`src/rtl/div_seq_ctrl_pkg.sv`:
```
// Shared types and constants for the RV32M divide sequencer.
//   div_op_e : request operation encoding (DIV, DIVU, REM, REMU)
//   state_e  : sequencer state encoding
package div_seq_ctrl_pkg;

  localparam int unsigned XLEN = 32;
  localparam logic [XLEN-1:0] INT_MIN  = {1'b1, {(XLEN-1){1'b0}}};
  localparam logic [XLEN-1:0] ALL_ONES = '1;

  typedef enum logic [1:0] {
    DIV  = 2'b00,
    DIVU = 2'b01,
    REM  = 2'b10,
    REMU = 2'b11
  } div_op_e;

  typedef enum logic [2:0] {
    IDLE  = 3'd0,
    ISSUE = 3'd1,
    WAIT  = 3'd2,
    DONE  = 3'd3,
    DRAIN = 3'd4
  } state_e;

endpackage

```
`src/rtl/div_seq_ctrl_sign_fix.sv`:
```
// div_sign_fix: combinational sign handling around the unsigned divider.
// Entry side turns signed operands into magnitudes; exit side negates the
// quotient/remainder as flagged and selects the requested one.
//   is_signed, rs1, rs2         -> mag1_c, mag2_c
//   neg_quot, neg_rem, sel_rem, dout -> quot_c, rem_c, result_c
module div_sign_fix #(
  parameter int unsigned XLEN = 32
) (
  input  logic              is_signed,
  input  logic [XLEN-1:0]   rs1,
  input  logic [XLEN-1:0]   rs2,
  output logic [XLEN-1:0]   mag1_c,
  output logic [XLEN-1:0]   mag2_c,
  input  logic              neg_quot,
  input  logic              neg_rem,
  input  logic              sel_rem,
  input  logic [2*XLEN-1:0] dout,
  output logic [XLEN-1:0]   quot_c,
  output logic [XLEN-1:0]   rem_c,
  output logic [XLEN-1:0]   result_c
);

  logic [XLEN-1:0] quot_raw;
  logic [XLEN-1:0] rem_raw;

  // Negating INT_MIN yields 2^(XLEN-1) unsigned, which is the right magnitude.
  always_comb begin
    quot_raw = dout[2*XLEN-1:XLEN];
    rem_raw  = dout[XLEN-1:0];
    mag1_c   = (is_signed && rs1[XLEN-1]) ? -rs1 : rs1;
    mag2_c   = (is_signed && rs2[XLEN-1]) ? -rs2 : rs2;
    quot_c   = neg_quot ? -quot_raw : quot_raw;
    rem_c    = neg_rem ? -rem_raw : rem_raw;
    result_c = sel_rem ? rem_c : quot_c;
  end

endmodule

```
`src/rtl/div_seq_ctrl.sv`:
```
// div_seq_ctrl: sequences DIV/DIVU/REM/REMU requests onto an unsigned divider
// core, resolves divide-by-zero and signed overflow locally, and returns the
// sign-corrected result over a valid/ready handshake.
// Ports: clk, rst_n, flush; req_* (request in, req_ready out);
//        resp_* (result out, resp_ready in); div_dividend_*/div_divisor_*
//        (operand magnitudes to divider); div_dout_* (divider result in).
// Optional: define DIV_RESULT_REUSE_EN to reuse the last divider result for a
// repeated rs1/rs2/signedness (e.g. DIV followed by REM).
module div_seq_ctrl #(
  parameter int unsigned TAG_W = 5,
  parameter int unsigned XLEN  = 32
) (
  input  logic              clk,
  input  logic              rst_n,
  input  logic              flush,
  input  logic              req_valid,
  output logic              req_ready,
  input  logic [1:0]        req_op,
  input  logic [XLEN-1:0]   req_rs1,
  input  logic [XLEN-1:0]   req_rs2,
  input  logic [TAG_W-1:0]  req_tag,
  output logic              resp_valid,
  input  logic              resp_ready,
  output logic [XLEN-1:0]   resp_data,
  output logic [TAG_W-1:0]  resp_tag,
  output logic [XLEN-1:0]   div_dividend_tdata,
  output logic              div_dividend_tvalid,
  output logic [XLEN-1:0]   div_divisor_tdata,
  output logic              div_divisor_tvalid,
  input  logic [2*XLEN-1:0] div_dout_tdata,
  input  logic              div_dout_tvalid
);
  import div_seq_ctrl_pkg::*;

  localparam logic [XLEN-1:0] MIN_NEG = {1'b1, {(XLEN-1){1'b0}}};

  state_e           state_q, state_d;
  logic             sel_rem_q, sel_rem_d;
  logic             neg_quot_q, neg_quot_d;
  logic             neg_rem_q, neg_rem_d;
  logic [XLEN-1:0]  mag1_q, mag1_d, mag2_q, mag2_d;
  logic [XLEN-1:0]  resp_data_q, resp_data_d;
  logic [TAG_W-1:0] resp_tag_q, resp_tag_d;
  logic             resp_valid_q, resp_valid_d;
  logic             req_ready_q, req_ready_d;
  logic             div_tvalid_q, div_tvalid_d;

  logic             req_signed_c, accept_c, reuse_hit_c;
  logic [XLEN-1:0]  mag1_c, mag2_c, quot_fix_c, rem_fix_c, result_c, reuse_data_c;

  assign req_signed_c = ~req_op[0];
  assign accept_c     = req_valid && (state_q == IDLE) && !flush;

  div_sign_fix #(.XLEN(XLEN)) u_sign_fix (
    .is_signed (req_signed_c),
    .rs1       (req_rs1),
    .rs2       (req_rs2),
    .mag1_c    (mag1_c),
    .mag2_c    (mag2_c),
    .neg_quot  (neg_quot_q),
    .neg_rem   (neg_rem_q),
    .sel_rem   (sel_rem_q),
    .dout      (div_dout_tdata),
    .quot_c    (quot_fix_c),
    .rem_c     (rem_fix_c),
    .result_c  (result_c)
  );

`ifdef DIV_RESULT_REUSE_EN
  // Key of the in-flight request plus the last completed divider result.
  logic            key_signed_q, store_vld_q, store_signed_q, store_en_c;
  logic [XLEN-1:0] key_rs1_q, key_rs2_q, store_rs1_q, store_rs2_q, store_quot_q, store_rem_q;

  assign store_en_c   = (state_q == WAIT) && div_dout_tvalid && !flush;
  assign reuse_hit_c  = store_vld_q && (store_rs1_q == req_rs1) && (store_rs2_q == req_rs2)
                        && (store_signed_q == req_signed_c);
  assign reuse_data_c = req_op[1] ? store_rem_q : store_quot_q;

  always_ff @(posedge clk or negedge rst_n) begin
    if (!rst_n) begin
      key_signed_q   <= 1'b0;
      key_rs1_q      <= '0;
      key_rs2_q      <= '0;
      store_vld_q    <= 1'b0;
      store_signed_q <= 1'b0;
      store_rs1_q    <= '0;
      store_rs2_q    <= '0;
      store_quot_q   <= '0;
      store_rem_q    <= '0;
    end else begin
      if (accept_c) begin
        key_signed_q <= req_signed_c;
        key_rs1_q    <= req_rs1;
        key_rs2_q    <= req_rs2;
      end
      if (store_en_c) begin
        store_vld_q    <= 1'b1;
        store_signed_q <= key_signed_q;
        store_rs1_q    <= key_rs1_q;
        store_rs2_q    <= key_rs2_q;
        store_quot_q   <= quot_fix_c;
        store_rem_q    <= rem_fix_c;
      end
    end
  end
`else
  logic unused_fix_c;

  assign reuse_hit_c  = 1'b0;
  assign reuse_data_c = '0;
  assign unused_fix_c = ^{quot_fix_c, rem_fix_c};
`endif

  // Next-state and registered-output logic.
  always_comb begin
    state_d      = state_q;
    sel_rem_d    = sel_rem_q;
    neg_quot_d   = neg_quot_q;
    neg_rem_d    = neg_rem_q;
    mag1_d       = mag1_q;
    mag2_d       = mag2_q;
    resp_data_d  = resp_data_q;
    resp_tag_d   = resp_tag_q;

    case (state_q)
      IDLE: begin
        if (accept_c) begin
          sel_rem_d  = req_op[1];
          neg_quot_d = req_signed_c & (req_rs1[XLEN-1] ^ req_rs2[XLEN-1]);
          neg_rem_d  = req_signed_c & req_rs1[XLEN-1];
          mag1_d     = mag1_c;
          mag2_d     = mag2_c;
          resp_tag_d = req_tag;
          if (req_rs2 == '0) begin
            resp_data_d = req_op[1] ? req_rs1 : '1;
            state_d     = DONE;
          end else if (req_signed_c && (req_rs1 == MIN_NEG) && (req_rs2 == '1)) begin
            resp_data_d = req_op[1] ? '0 : MIN_NEG;
            state_d     = DONE;
          end else if (reuse_hit_c) begin
            resp_data_d = reuse_data_c;
            state_d     = DONE;
          end else begin
            state_d = ISSUE;
          end
        end
      end
      ISSUE: state_d = flush ? DRAIN : WAIT;
      WAIT: begin
        // A result coinciding with flush is the one being discarded.
        if (flush) begin
          state_d = div_dout_tvalid ? IDLE : DRAIN;
        end else if (div_dout_tvalid) begin
          resp_data_d = result_c;
          state_d     = DONE;
        end
      end
      DONE:    if (flush || resp_ready) state_d = IDLE;
      DRAIN:   if (div_dout_tvalid) state_d = IDLE;
      default: state_d = IDLE;
    endcase

    resp_valid_d = (state_d == DONE);
    req_ready_d  = (state_d == IDLE);
    div_tvalid_d = (state_d == ISSUE);
  end

  // State and datapath registers.
  always_ff @(posedge clk or negedge rst_n) begin
    if (!rst_n) begin
      state_q      <= IDLE;
      sel_rem_q    <= 1'b0;
      neg_quot_q   <= 1'b0;
      neg_rem_q    <= 1'b0;
      mag1_q       <= '0;
      mag2_q       <= '0;
      resp_data_q  <= '0;
      resp_tag_q   <= '0;
      resp_valid_q <= 1'b0;
      req_ready_q  <= 1'b1;
      div_tvalid_q <= 1'b0;
    end else begin
      state_q      <= state_d;
      sel_rem_q    <= sel_rem_d;
      neg_quot_q   <= neg_quot_d;
      neg_rem_q    <= neg_rem_d;
      mag1_q       <= mag1_d;
      mag2_q       <= mag2_d;
      resp_data_q  <= resp_data_d;
      resp_tag_q   <= resp_tag_d;
      resp_valid_q <= resp_valid_d;
      req_ready_q  <= req_ready_d;
      div_tvalid_q <= div_tvalid_d;
    end
  end

  assign req_ready           = req_ready_q;
  assign resp_valid          = resp_valid_q;
  assign resp_data           = resp_data_q;
  assign resp_tag            = resp_tag_q;
  assign div_dividend_tdata  = mag1_q;
  assign div_divisor_tdata   = mag2_q;
  assign div_dividend_tvalid = div_tvalid_q;
  assign div_divisor_tvalid  = div_tvalid_q;

endmodule

```
`config.mk`:
```
export PLATFORM = sky130hd
export DESIGN_NAME = div_seq_ctrl
export DESIGN_NICKNAME = d
export VERILOG_FILES = /design/src/rtl/div_seq_ctrl_pkg.sv /design/src/rtl/div_seq_ctrl_sign_fix.sv /design/src/rtl/div_seq_ctrl.sv
export SDC_FILE = /design/constraint.sdc
export NUM_CORES = 1
export LEC_CHECK = 0
export CAP_MARGIN = 20
export CORE_MARGIN = 1
export CORE_UTILIZATION = 48
export CTS_BUF_LIST = sky130_fd_sc_hd__clkbuf_8
export DETAILED_ROUTE_END_ITERATION = 12
export PLACE_DENSITY = 0.83
export RECOVER_POWER = 50
export SLEW_MARGIN = 40
export SYNTH_ARGS = -nofsm -noshare
export SYNTH_HDL_FRONTEND = slang
export SYNTH_SLANG_ARGS = --single-unit
export TNS_END_PERCENT = 20
```
`constraint.sdc`:
```
create_clock -name clk -period 2.6 [get_ports clk]
set_input_delay 0.26 -clock clk [delete_from_list [all_inputs] [get_ports clk]]
set_output_delay 0.26 -clock clk [all_outputs]
set_load 0.005 [all_outputs]
```
==> metrics.json <==
{
  "antenna_found_initial": 0,
  "ant_nets": 0,
  "grt.total_usage_pct": 32.2,
  "syn-instance-count": 909,
  "initial_utilization_pct": 49.5,
  "clockBufferDepth": 2,
  "final.setup.worst_slack_ns": -0.00155,
  "violations": "negative setup slack",
  "max_slew_headroom_pct": 30.2,
  "power.static_leakage_uw": 0.00491,
  "htree_levels": 3,
  "met2_wirelength_um": 12700,
  "crit_type": "input pin to register",
  "grt_setup_unrepaired": "true",
  "avgViaCountPerCell": 5.68,
  "final.fill_count": 1061,
  "critical_path_cell_by_cell": "clkdlybuf4s50_1, or3_4, or4_4, or4_4, o31ai_4, a21o_1, buf_12, buf_4, mux2i_1, a21o_1",
  "timing.fmax_mhz": 384,
  "core_area_um2": 15300,
  "setup_viol": 1,
  "post_synth_instance_area_um2": 7550,
  "synthMostInstantiatedCell": "sky130_fd_sc_hd__o21ai_0",
  "nets": 1432,
  "synth_seq_area_share_pct": 36.5,
  "grt_overflow_total": 0,
  "syn2layout_area_growth_pct": 56.7,
  "final_period_minus_worst_setup_slack_ns": 2.60,
  "cap_violations": 0,
  "tritoncts_num_sinks": 110,
  "met3_length_um": 1890,
  "worst-endpoint-required_ns": 2.94,
  "die_h_um": 127,
  "worst_ep_arrival_time_ns": 2.94,
  "grt_max_degree": 56,
  "drt_iter0_markers": 809,
  "crit_slowest_cell": "sky130_fd_sc_hd__or4_4",
  "worstSetupStartpointType": "input pin",
  "vdd_ir_drop_max_v": 0.000555,
  "finish.utilization_pct": 77.6,
  "synthesis.area_per_instance_um2": 8.31,
  "worst_clock_skew_ns": 0.0118,
  "number_of_enable_flip_flop_cells_after_synthesis": 0,
  "critPathMaxFanout": 5,
  "netlist-cell-type-count": 57,
  "cts-buffers-inserted": 9,
  "cell_count_after_placement": 1477,
  "transition_at_the_pin_with_the_smallest_max_transition_slack_ns": 1.05,
  "pin_count": 246,
  "first_global_vias": 8015,
  "top_layer_used": "met4",
  "max_incr_delay_on_cp_ns": 0.55,
  "worst_skew_pair.late_latency_ns": 0.39,
  "final_cells": 1502,
  "antenna-diode-count": 0,
  "yosys_register_bits": 110,
  "preCtsSetupSlack_ns": -0.473,
  "hold_violations": 0,
  "worst_setup_hold_path_clk_slew_ns": 0.11,
  "drtPass1Iterations": 7,
  "crit_share_post_route_pct": 100,
  "finalHoldWorstSlack_ns": 0.315,
  "dp_hpwl_um": 20400,
  "die_area_um2": 16200,
  "ys_warn_count": 0,
  "power.density_nw_per_um2": 639,
  "numPortBuffers": 245,
  "cts_root_buf": "sky130_fd_sc_hd__clkbuf_8",
  "wire_per_inst_um": 17.8,
  "globalplace.congestion": 0.957,
  "synth.top_cells.by_count": "sky130_fd_sc_hd__o21ai_0, sky130_fd_sc_hd__nand2_1, sky130_fd_sc_hd__dfrtp_1",
  "grt_pass1_wl_um": 40800,
  "post_synth_main_area_contributors": "sky130_fd_sc_hd__dfrtp_1, sky130_fd_sc_hd__o21ai_0, sky130_fd_sc_hd__xnor2_1, sky130_fd_sc_hd__nand2_1, sky130_fd_sc_hd__xor2_1",
  "run_status": "complete, but fails checks",
  "holdCritPathClass": "input pin to register",
  "drive_above_1_share_pct": 18.8,
  "synth_top_flop_cell": "sky130_fd_sc_hd__dfrtp_1",
  "drv_slew": 0,
  "tritoncts": "done",
  "power_uw": 7560,
  "drc": 0,
  "yosysTopAreaCell": "sky130_fd_sc_hd__dfrtp_1",
  "rows": 45,
  "yosysTopAreaCellShare_pct": 36.1,
  "drt-met1-wl_um": 11000,
  "routed_wirelength_um": 26800,
  "synth-async-reset-ratio_pct": 100,
  "route.vias.total": 8536,
  "nets_in_the_synthesized_netlist": 1055,
  "worst_setup_path_end_kind": "register",
  "die_width_um": 127
}
## power breakdown
part | leakage, uW | internal, uW | switching (uW)
registers | 0.00138 | 2370 | 438
clock network | 0.0000943 | 373 | 662
logic | 0.00344 | 2050 | 1670
## worst max-delay path, delay by kind of cell
kind	cells	cell delay, ns
AO/OA/AOI/OAI	3	0.43
buffers and inverters	3	0.70
multiplexers	1	0.19
AND/OR/NAND/NOR	3	1.35
## placed cells by master, fill, tap and decap left out, types with 3 or more instances in the layout
cell                                n
sky130_fd_sc_hd__dlymetal6s2s_1    15
sky130_fd_sc_hd__a31oi_1           13
sky130_fd_sc_hd__dlygate4sd3_1     47
sky130_fd_sc_hd__nand3_1           15
sky130_fd_sc_hd__clkdlybuf4s50_1  183
sky130_fd_sc_hd__o211ai_1          13
sky130_fd_sc_hd__buf_4            165
sky130_fd_sc_hd__nand2_1          132
sky130_fd_sc_hd__ha_1               5
sky130_fd_sc_hd__nand4_1           11
sky130_fd_sc_hd__or4_4              7
sky130_fd_sc_hd__dfrtp_1          109
sky130_fd_sc_hd__a21boi_0           3
sky130_fd_sc_hd__o41ai_1           19
sky130_fd_sc_hd__nor2b_1            4
sky130_fd_sc_hd__xnor2_1           70
sky130_fd_sc_hd__xor2_1            47
sky130_fd_sc_hd__or3_4              5
sky130_fd_sc_hd__o31ai_1           20
sky130_fd_sc_hd__mux2_2             3
sky130_fd_sc_hd__nor4_1            13
sky130_fd_sc_hd__nor2_1            68
sky130_fd_sc_hd__nand2b_1          10
sky130_fd_sc_hd__nor3b_1            3
sky130_fd_sc_hd__inv_1             12
sky130_fd_sc_hd__a211oi_1           3
sky130_fd_sc_hd__or3_1             10
sky130_fd_sc_hd__o21ai_0          138
sky130_fd_sc_hd__clkbuf_8           9
sky130_fd_sc_hd__a21o_1             6
sky130_fd_sc_hd__a41oi_2           10
sky130_fd_sc_hd__a21oi_1           35
sky130_fd_sc_hd__buf_12             3
sky130_fd_sc_hd__nor3_1            16
sky130_fd_sc_hd__clkbuf_16          3
sky130_fd_sc_hd__mux2i_1            5
sky130_fd_sc_hd__or4_1              6
## layout make-up
| type | count | area [um2] | area share, % |
|---|---|---|---|
| flip-flops and latches | 110 | 2750 | 23.3 |
| repair buffers | 422 | 3920 | 33.1 |
| clock buffers | 9 | 124 | 1.05 |
| clock inverters | 7 | 65.1 | 0.550 |
| multi-input cells | 729 | 4650 | 39.3 |
| well taps | 211 | 264 | 2.23 |
| inverters | 14 | 52.6 | 0.444 |
## final timing paths
kind                                             from               endpoint  slack, ns  cells past startpoint
min in group asynchronous                       rst_n  div_divisor_tdata[24]       0.57                      2
max in group asynchronous                       rst_n           resp_data[3]       0.50                      3
worst max-delay path                      req_rs2[16]          resp_data[29]     -0.002                     10
worst min-delay path                       req_rs1[0]  div_dividend_tdata[0]       0.32                      4
worst min register to register  div_dividend_tdata[7]  div_dividend_tdata[7]       0.48                      2
worst max register to register             state_q[0]          resp_data[29]       0.29                      7
## cell families (layout without fill, tap and decap cells)
kind of cell,Yosys count,in the layout,synth area share [%]
and+or+nand+nor,327,327,21.1
AOI/OAI and AO/OA,271,271,22.8
xor gates and xnor gates,117,117,13.6
DFF,110,110,36.5
buffers and inverters,70,452,3.99
muxes,9,9,1.26
adders and majority gates,5,5,0.828
## sequential cells by signal, indices dropped and copies added, names as in the netlist
signal and flops:
div_dividend_tdata 32, div_dividend_tvalid 1, div_divisor_tdata 32, neg_quot_q 1, neg_rem_q 1, req_ready 1, resp_data 32, resp_tag 5
resp_valid 1, sel_rem_q 1, state_q 3
## per-layer routing
| layer | vias to the layer above | GRT usage (%) |
|---|---|---|
| met5 | - | 0 |
| met4 | 0 | 13.2 |
| met3 | 90 | 5.65 |
| met2 | 393 | 53.6 |
| met1 | 4044 | 41.5 |
| li1 | 4009 | - |
## per-stage QoR
step                setup TNS [ns]  cell area [um2]
finish                    -0.00155            11800
global route                -0.153            11800
CTS                       -0.00262            11600
detailed placement          -15.78            11400
global placement            -13.55            11400
floorplan                  -0.0570             7560
## timing repair
item | CTS | global route
resized for setup | 5 | 37
endpoints found under the setup margin | 15 | 31
pin swaps | 5 | 14
buffers inserted | 1 | 3
endpoints found under the hold margin | 38 | 0
hold buffers | 1 | 0
cloned | 1 | 3
No activity file was read; power rests on OpenSTA's default activity.
